### src/rtl/mesa_ro_arb.sv
// mesa_ro_arb -- packet-atomic round-robin arbiter for the MesaBus Ro byte path.
//
// Several readback sources (core readout, ID reporter, trigger/status reporters)
// share the single Ro byte path into the byte-to-ASCII serialiser. One source is
// granted per Ro packet. The grant is released only by that source's done pulse,
// or by a forced timeout when that feature is compiled in.
//
// Optional feature macro: MESA_RO_ARB_TIMEOUT_EN
//   defined   : a granted source that stays silent for TIMEOUT_CYC clocks is
//               forcibly released. A done is synthesised and timeout_evt pulses.
//   undefined : no idle counter; timeout_evt is tied low.
//
// Ports
//   clk              in   system clock
//   reset_n          in   asynchronous active-low reset
//   req              in   [NUM_REQ]   level request per source, held until its packet completes
//   ro_byte_d_in     in   [8*NUM_REQ] source n byte on [8n+7:8n]
//   ro_byte_en_in    in   [NUM_REQ]   source n byte strobe, 1 clk per byte
//   ro_done_in       in   [NUM_REQ]   source n end-of-packet pulse
//   grant            out  [NUM_REQ]   one-hot grant, registered
//   req_busy         out  [NUM_REQ]   granted source sees mesa_ro_busy, others see 1
//   mesa_ro_busy     in   downstream serialiser busy
//   mesa_ro_byte_d   out  arbitrated byte (holds last value between strobes)
//   mesa_ro_byte_en  out  arbitrated byte strobe
//   mesa_ro_done     out  arbitrated end-of-packet pulse
//   timeout_evt      out  1-clk pulse on forced release
//   state_dbg        out  FSM state (0 idle, 1 grant, 2 flush)
//
// Handshake: a source owns the path from the clock its grant bit is high until
// it pulses ro_done_in. It may present one byte per clock on ro_byte_en_in and
// paces itself on req_busy. The arbiter never stalls or buffers: every granted
// strobe is forwarded one clock later. Strobes from non-granted sources are
// dropped.

module mesa_ro_arb #(
  parameter int NUM_REQ     = 4,
  parameter int GAP_CYC     = 2,
  parameter int TIMEOUT_CYC = 65535
) (
  input  logic                 clk,
  input  logic                 reset_n,
  input  logic [NUM_REQ-1:0]   req,
  input  logic [8*NUM_REQ-1:0] ro_byte_d_in,
  input  logic [NUM_REQ-1:0]   ro_byte_en_in,
  input  logic [NUM_REQ-1:0]   ro_done_in,
  output logic [NUM_REQ-1:0]   grant,
  output logic [NUM_REQ-1:0]   req_busy,
  input  logic                 mesa_ro_busy,
  output logic [7:0]           mesa_ro_byte_d,
  output logic                 mesa_ro_byte_en,
  output logic                 mesa_ro_done,
  output logic                 timeout_evt,
  output logic [1:0]           state_dbg
);

  localparam int IDX_W = (NUM_REQ > 1) ? $clog2(NUM_REQ) : 1;

  typedef enum logic [1:0] {
    S_IDLE  = 2'd0,
    S_GRANT = 2'd1,
    S_FLUSH = 2'd2
  } state_t;

  state_t               state, state_nxt;
  logic [NUM_REQ-1:0]   grant_nxt;
  logic [IDX_W-1:0]     last_winner, last_winner_nxt;
  logic [3:0]           gap_cnt, gap_cnt_nxt;
  logic [7:0]           byte_d_nxt;
  logic                 byte_en_nxt;
  logic                 done_nxt;

  logic                 win_found;
  logic [IDX_W-1:0]     win_idx;

  logic                 sel_en;
  logic                 sel_done;
  logic [7:0]           sel_byte;

`ifdef MESA_RO_ARB_TIMEOUT_EN
  logic [15:0]          to_cnt, to_cnt_nxt;
  logic                 tevt_q, tevt_nxt;
`endif

  assign state_dbg = state;

  // While in GRANT, last_winner is the index of the source that owns the path.
  assign sel_en   = ro_byte_en_in[last_winner];
  assign sel_done = ro_done_in[last_winner];
  assign sel_byte = ro_byte_d_in[{last_winner, 3'b000} +: 8];

  // Only the granted source sees the real serialiser busy. Every other source
  // is held off.
  assign req_busy = (grant & {NUM_REQ{mesa_ro_busy}}) | ~grant;

  // Round-robin search. Start one past the previous winner and wrap, so the
  // source that was just served is the last one considered.
  always_comb begin
    win_found = 1'b0;
    win_idx   = last_winner;
    for (int i = 1; i <= NUM_REQ; i++) begin
      int cand;
      cand = int'(last_winner) + i;
      if (cand >= NUM_REQ) cand = cand - NUM_REQ;
      if (!win_found && req[IDX_W'(cand)]) begin
        win_found = 1'b1;
        win_idx   = IDX_W'(cand);
      end
    end
  end

  always_comb begin
    state_nxt       = state;
    grant_nxt       = grant;
    last_winner_nxt = last_winner;
    gap_cnt_nxt     = gap_cnt;
    byte_d_nxt      = mesa_ro_byte_d;
    byte_en_nxt     = 1'b0;
    done_nxt        = 1'b0;
`ifdef MESA_RO_ARB_TIMEOUT_EN
    to_cnt_nxt      = to_cnt;
    tevt_nxt        = 1'b0;
`endif
    case (state)
      S_IDLE: begin
        if (win_found) begin
          grant_nxt          = '0;
          grant_nxt[win_idx] = 1'b1;
          last_winner_nxt    = win_idx;
          state_nxt          = S_GRANT;
`ifdef MESA_RO_ARB_TIMEOUT_EN
          to_cnt_nxt         = '0;
`endif
        end
      end
      S_GRANT: begin
        byte_en_nxt = sel_en;
        done_nxt    = sel_done;
        if (sel_en) byte_d_nxt = sel_byte;
`ifdef MESA_RO_ARB_TIMEOUT_EN
        to_cnt_nxt = sel_en ? 16'd0 : to_cnt + 16'd1;
`endif
        if (sel_done) begin
          // A real done always wins over a timeout in the same cycle.
          grant_nxt   = '0;
          gap_cnt_nxt = '0;
          state_nxt   = S_FLUSH;
        end
`ifdef MESA_RO_ARB_TIMEOUT_EN
        else if (!sel_en && to_cnt == 16'(TIMEOUT_CYC - 1)) begin
          // This is the TIMEOUT_CYC-th consecutive idle clock. Close the
          // packet on the source's behalf.
          done_nxt    = 1'b1;
          tevt_nxt    = 1'b1;
          grant_nxt   = '0;
          gap_cnt_nxt = '0;
          state_nxt   = S_FLUSH;
        end
`endif
      end
      S_FLUSH: begin
        if (gap_cnt == 4'(GAP_CYC - 1)) begin
          gap_cnt_nxt = '0;
          state_nxt   = S_IDLE;
        end else begin
          gap_cnt_nxt = gap_cnt + 4'd1;
        end
      end
      default: begin
        grant_nxt = '0;
        state_nxt = S_IDLE;
      end
    endcase
  end

  always_ff @(posedge clk or negedge reset_n) begin
    if (!reset_n) begin
      state           <= S_IDLE;
      grant           <= '0;
      last_winner     <= IDX_W'(NUM_REQ - 1);
      gap_cnt         <= '0;
      mesa_ro_byte_d  <= 8'h00;
      mesa_ro_byte_en <= 1'b0;
      mesa_ro_done    <= 1'b0;
    end else begin
      state           <= state_nxt;
      grant           <= grant_nxt;
      last_winner     <= last_winner_nxt;
      gap_cnt         <= gap_cnt_nxt;
      mesa_ro_byte_d  <= byte_d_nxt;
      mesa_ro_byte_en <= byte_en_nxt;
      mesa_ro_done    <= done_nxt;
    end
  end

`ifdef MESA_RO_ARB_TIMEOUT_EN
  always_ff @(posedge clk or negedge reset_n) begin
    if (!reset_n) begin
      to_cnt <= '0;
      tevt_q <= 1'b0;
    end else begin
      to_cnt <= to_cnt_nxt;
      tevt_q <= tevt_nxt;
    end
  end

  assign timeout_evt = tevt_q;
`else
  assign timeout_evt = 1'b0;
`endif

endmodule

### config.mk
export PLATFORM = sky130hd
export DESIGN_NAME = mesa_ro_arb
export DESIGN_NICKNAME = d
export VERILOG_FILES = /design/src/rtl/mesa_ro_arb.sv
export SDC_FILE = /design/constraint.sdc
export NUM_CORES = 1
export LEC_CHECK = 0
export ABC_AREA = 1
export CAP_MARGIN = 5
export CELL_PAD_IN_SITES_DETAIL_PLACEMENT = 1
export CELL_PAD_IN_SITES_GLOBAL_PLACEMENT = 1
export CORE_MARGIN = 2
export CORE_UTILIZATION = 31
export CTS_BUF_LIST = sky130_fd_sc_hd__clkbuf_8
export DETAILED_ROUTE_END_ITERATION = 8
export GPL_ROUTABILITY_DRIVEN = 0
export PLACE_DENSITY_LB_ADDON = 0.08
export SYNTH_ARGS = -nofsm -noshare
export SYNTH_HDL_FRONTEND = slang
export SYNTH_SLANG_ARGS = --single-unit
### constraint.sdc
create_clock -name clk -period 4.3 [get_ports clk]
set_input_delay 0.43 -clock clk [delete_from_list [all_inputs] [get_ports clk]]
set_output_delay 0.43 -clock clk [all_outputs]
set_load 0.005 [all_outputs]
==> results of run 1 <==
==> report_power, final <==
group / internal (mW) / total [mW] / switching [mW]
Sequential: 0.302 / 0.392 / 0.0900
Combinational: 0.385 / 0.948 / 0.563
Clock: 0.0815 / 0.146 / 0.0643
Total: 0.769 / 1.49 / 0.717
==> state kept, by name (all words and copies together), names as in the netlist <==
signal           count
mesa_ro_done         1
last_winner          2
state_dbg            2
mesa_ro_byte_en      1
mesa_ro_byte_d       8
grant                4
gap_cnt              4
==> synth_stat cells <==
| cell | instances |
|---|---|
| nor2_2 | 1 |
| nand4_1 | 2 |
| buf_4 | 3 |
| nor2_4 | 2 |
| o21bai_1 | 1 |
| ha_1 | 2 |
| conb_1 | 1 |
| o21ai_0 | 2 |
| dfstp_2 | 2 |
| nand3_1 | 23 |
| nand2_1 | 112 |
| a21oi_1 | 6 |
| nand2_4 | 1 |
| a22oi_1 | 11 |
| nand2_2 | 5 |
| dfrtp_1 | 20 |
| inv_1 | 13 |
| inv_2 | 8 |
| nor2_1 | 7 |
| o22ai_1 | 1 |
| clkinv_1 | 1 |
| nand3_2 | 1 |
==> how the worst max path moves through the flow <==
| stage | depth (start not counted) | endpoint | slack (ns) | start |
|---|---|---|---|---|
| after floorplan | 10 | gap_cnt[2] | 2.71 | last_winner[1] |
| after global placement | 12 | grant[2] | 2.33 | req[2] |
| after global routing | 10 | gap_cnt[2] | 2.13 | last_winner[0] |
| final | 4 | req_busy[0] | 2.36 | mesa_ro_busy |
| after detailed placement | 12 | grant[2] | 2.31 | req[2] |
| after CTS | 9 | gap_cnt[2] | 2.31 | last_winner[0] |
==> cells by family (layout without fill, tap and decap cells) <==
group	after synthesis	count (layout)	share of synthesized area, %
flops	22	22	37.4
simple gates	154	154	44.3
fa+ha+maj	2	2	1.69
compound gates	21	21	9.22
other cells	1	1	0.254
buf+inv	25	92	7.11
==> final cells by class <==
class	count	area [um2]
clock buffers	4	55.1
inverters	22	82.6
flip-flops and latches	22	553
fillers	596	2420
well taps	54	67.6
multi-input cells	178	821
repair buffers	66	661
==> worst reg2reg max path, stage by stage, from the launching register on <==
cell and delay, ns:
dfstp_2 0.68, inv_2 0.11, nand2_1 0.10, inv_2 0.10, a22oi_1 0.27, nand2_1 0.09, nand2_1 0.11, nand2_1 0.14
a21oi_1 0.16, nor2_1 0.07
==> per-layer routing <==
metal / up-vias / global-route usage (%) / part of all wire, %
li1: 852 / - / -
met1: 729 / 24.8 / 49
met2: 48 / 26.4 / 45
met3: 4 / 2.49 / 4.6
met4: 0 / 4.32 / 0.78
met5: - / 0 / 0
==> impl_metrics.ini, run 1 <==
[cts]
insertion_delay_ns = 0.26
cts.sinks = 22
clkSlewWorstSetupHoldPaths_ns = 0.07
cts_buffer_depth = 2
htree_levels = 1
numCtsBuffers = 3
post_cts_resized = 0
clock_tree.root_cell = clkbuf_8
cts_hold_buffers = 0
post_cts_buffers = 0
cts_tree = done

[synthesis]
synthCells = 225
synth_area_leader_cell = dfrtp_1
ys_top_cells_by_area = dfrtp_1 (34%), nand2_1 (28%), nand3_1 (7.8%), a22oi_1 (5.6%), dfstp_2 (3.6%)
ys_types = 22
syn-cell-area_um2 = 1480
syn-num-nets = 274
avgSynthCellArea_um2 = 6.57
ys_ff_latch = 22
yosysWarnings = 0
netlist.area_leader.share_pct = 33.8
ys_seq_area_share_pct = 37.4

[grt]
grt_pass1_vias = 1603
grt_max_degree = 23
grt_pass1_wl_um = 7200
grt_use_total_pct = 17.1
antenna_found_initial = 0
grt_overflow = 0

[cells_and_area]
synthToLayoutAreaGrowth_pct = 51.4
layout_commonest_cell = nand2_1
postLayoutCoreUtil_pct = 48.1
final_cell_mix = nand2_1 (112), clkdlybuf4s50_1 (66), nand3_1 (23), dfrtp_1 (20), inv_1 (13)
drive_gt1_share_pct = 8.22
final_cell_area_um2 = 2240
num_antenna_cells = 0
fin_nets = 342
instances_no_fill = 346

[critical_path]
critPathArrivalTime_ns = 1.51
cp_common_cell = clkdlybuf4s50_1
crit_family = buffers and inverters
r2r-start = last_winner[1]
cp_slowest_cell = clkdlybuf4s50_1
crit_path_max_incr_delay_ns = 0.49
rr_endpoint = gap_cnt[2]
path_class = input pin to output port
r2r_cells = 9
startpoint_type = input pin
crit_buf_inv = 3
crit_path_cell_trace = clkdlybuf4s50_1 -> inv_1 -> nand2_1 -> clkdlybuf4s50_1
critPathMaxFanout = 4
end_kind = output port
required_ns = 3.87
reg2reg_slack_ns = 2.36

[timing]
final.setup.tns_ns = 0
worst_slew_pin_slew_ns = 0.968
finalSetupViolCount = 0
finalMaxSlewViolations = 0
finalCriticalPeriod_ns = 1.94
hold_ws_ns = 0.493
slew-limit-headroom_pct = 35.3
clock_skew_ns = 0.00123
period_share_pct = 45.2
rsz0062_at_grt = false
hold_viol = 0
fmax_mhz = 515
setup_slack_ns = 2.36

[detailed_routing]
drt_iter0_drc = 44
routed_wl_um = 4380
final_antenna_net_count = 0
drt_pre_antenna_iters = 4
drc = 0
vias = 1633
avgViaCountPerCell = 4.72
wl_per_cell_um = 12.7

[place]
dpl_cell_area_um2 = 2180
dpl_worst_slack_ns = 2.31
dp_cells = 342
portBuffers = 66
dpl.hpwl_um = 3640

[floorplanning]
die_x_um = 73.1
core_um2 = 4660
rows = 25
start_util_pct = 31.7
die-area_um2 = 5340
io_pins = 68
die_h_um = 73.1

[power_and_ir_drop]
leakage_nw = 1.13
power_density_nw_per_um2 = 663
ir_drop_v = 0.000194
total_power_mw = 1.49

[min_path]
hold_class = flip-flop to flip-flop
hold_end = mesa_ro_byte_d[6]
min_path_cells = 2
hold_start = mesa_ro_byte_d[6]

[job]
max_cap_violations = 0

[status]
outcome = completed
Note: power is estimated with default switching activity, not from simulation.
==> inputs of run 2 (changes only) <==
CORE_UTILIZATION = 26   (was 31)
clock period = 1.68 ns   (was 4.3 ns; I/O delays follow)
==> run 2 against run 1 <==
Against the previous run: the flow now finishes with violations (setup timing); sequential power grew 150%; critical endpoint is now grant[2]; count of clock-buffer cells in the layout fell by 1; worst setup slack worse by 2.4 ns; clock power grew 120%.
==> impl_metrics.ini, run 2 (synthesis gave the netlist of run 1 again) <==
[floorplanning]
die_x_um = 79.4
die-area_um2 = 6310
core_um2 = 5510
io_pins = 68
start_util_pct = 26.9
rows = 27
die_h_um = 79.4

[min_path]
hold_class = input pin to async pin

[timing]
setup_slack_ns = -0.0121
final.setup.tns_ns = -0.0311
rsz0062_at_grt = true
clock_skew_ns = 0.00561
finalCriticalPeriod_ns = 1.69
fmax_mhz = 591
period_share_pct = 101
hold_ws_ns = 0.245
finalMaxSlewViolations = 0
hold_viol = 0
finalSetupViolCount = 5

[power_and_ir_drop]
power.share.sequential_pct = 21.1
power_frac_clock_pct = 7.1
leakage_nw = 1.28
intPower_mw = 2.46
switching_share_pct = 46.5
combPwrFrac_pct = 71.8
ir_drop_v = 0.000647
total_power_mw = 4.60
power_density_nw_per_um2 = 1790
power.switching_mw = 2.14

[critical_path]
critPathArrivalTime_ns = 1.85
required_ns = 1.83
end_kind = flip-flop
critPathMaxFanout = 6
crit_path_max_incr_delay_ns = 0.64
crit_buf_inv = 1
r2r_cells = 12
cp_slowest_cell = dfstp_2
r2r-start = last_winner[0]
startpoint_type = flip-flop
reg2reg_slack_ns = -0.01
path_class = flip-flop to flip-flop
rr_endpoint = grant[2]
crit_family = simple AND/OR/NAND/NOR gates
cp_common_cell = nand2_1
crit_path_cell_trace = buf_6 -> nand2_1 -> nand2_2 -> nand2_1 -> nand2_2 -> nand2_1 -> nand2_1 -> nand2_1 -> nand2_1 -> nor2_4 -> nand2_1 -> nand2_1

[cts]
clock_tree.root_cell = clkbuf_8
insertion_delay_ns = 0.26
htree_levels = 1
cts_buffer_depth = 2
cts_tree = done
cts.sinks = 22
numCtsBuffers = 3
clkSlewWorstSetupHoldPaths_ns = 0.08

[detailed_routing]
drt_iter0_drc = 59
wl_per_cell_um = 12.4
vias = 1731
drc = 0
final_antenna_net_count = 0
drt_pre_antenna_iters = 4
avgViaCountPerCell = 4.46
routed_wl_um = 4820

[grt]
met2_usage_pct = 23.4
grt_use_total_pct = 15.2
use_met3_pct = 2.49
antenna_found_initial = 0
top_usage_layer = met2
grt_pass1_wl_um = 7600
grt_overflow = 0
grt_max_degree = 23
use_met1_pct = 21.4
grt_pass1_vias = 1663

[place]
dpl_worst_slack_ns = -0.0516
dpl.hpwl_um = 3920
portBuffers = 66

[cells_and_area]
layout_commonest_cell = nand2_1
final_cell_mix = nand2_1 (104), clkdlybuf4s50_1 (66), nand3_1 (21), dfrtp_1 (20), buf_4 (19)
multi_input_area_um2 = 908
drive_gt1_share_pct = 19.9
seqCellArea_um2 = 553
fillCellCount = 707
num_antenna_cells = 0
top_register = mesa_ro_byte_d
fin_nets = 366
reg_top3 = mesa_ro_byte_d (8), gap_cnt (4), grant (4)
largest_register_ffs = 8
synthToLayoutAreaGrowth_pct = 73.4

[status]
outcome = complete, but fails checks
failed_checks = setup timing

[job]
max_cap_violations = 0
==> run 2: cell type report <==
type / count / area share (%)
Clock inverter: 1 / 0.146
Tap cell: 72 / 3.51
Inverter: 22 / 3.51
Clock buffer: 3 / 1.61
Timing Repair Buffer: 90 / 34.2
Sequential cell: 22 / 21.6
Multi-Input combinational cell: 178 / 35.4
==> run 2: power by group through the flow <==
stage	registers (mW)	clock network, mW	logic (mW)
floorplan	0.917	0	1.65
global placement	0.959	0	2.94
detailed placement	0.964	0	2.97
CTS	0.971	0.338	3.21
global route	0.998	0.358	3.70
finish	0.972	0.326	3.30
==> run 2: worst max path at each step <==
stage	start	endpoint	slack, ns	cells past startpoint
after floorplan	last_winner[1]	gap_cnt[2]	0.09	10
after global placement	last_winner[0]	grant[1]	-0.05	12
after detailed placement	last_winner[0]	mesa_ro_byte_d[7]	-0.05	10
after CTS	last_winner[0]	mesa_ro_byte_d[7]	-0.003	9
after global routing	last_winner[0]	grant[3]	-0.13	11
final	last_winner[0]	grant[2]	-0.01	12
==> run 2: routing by layer <==
layer / share of wire (%) / vias to the layer above
met5: 0 / -
met1: 48 / 788
li1: - / 900
met3: 4.1 / 5
met2: 46 / 38
met4: 1.6 / 0
==> run 2: stage by stage <==
step | instance area (um2) | util [%] | cells
floorplan | 1480 | - | 225
global placement | 2390 | 43.4 | 381
detailed placement | 2390 | 43.4 | 381
CTS | 2520 | 45.8 | 388
global route | 2560 | 46.6 | 388
finish | 2560 | 46.6 | 388
==> run 2: worst reg2reg max path: stages (launching register included) <==
cell,delay (ns)
dfstp_2,0.64
buf_6,0.13
nand2_1,0.05
nand2_2,0.10
nand2_1,0.08
nand2_2,0.13
nand2_1,0.09
nand2_1,0.06
nand2_1,0.04
nand2_1,0.11
nor2_4,0.05
nand2_1,0.06
nand2_1,0.05
==> run 2: timing repair <==
item | CTS | global route
hold buffers | 0 | 0
gates cloned | 0 | 0
setup endpoints to repair | 15 | 17
resized for setup | 17 | 13
pin swaps | 2 | 4
buffers inserted | 3 | 0
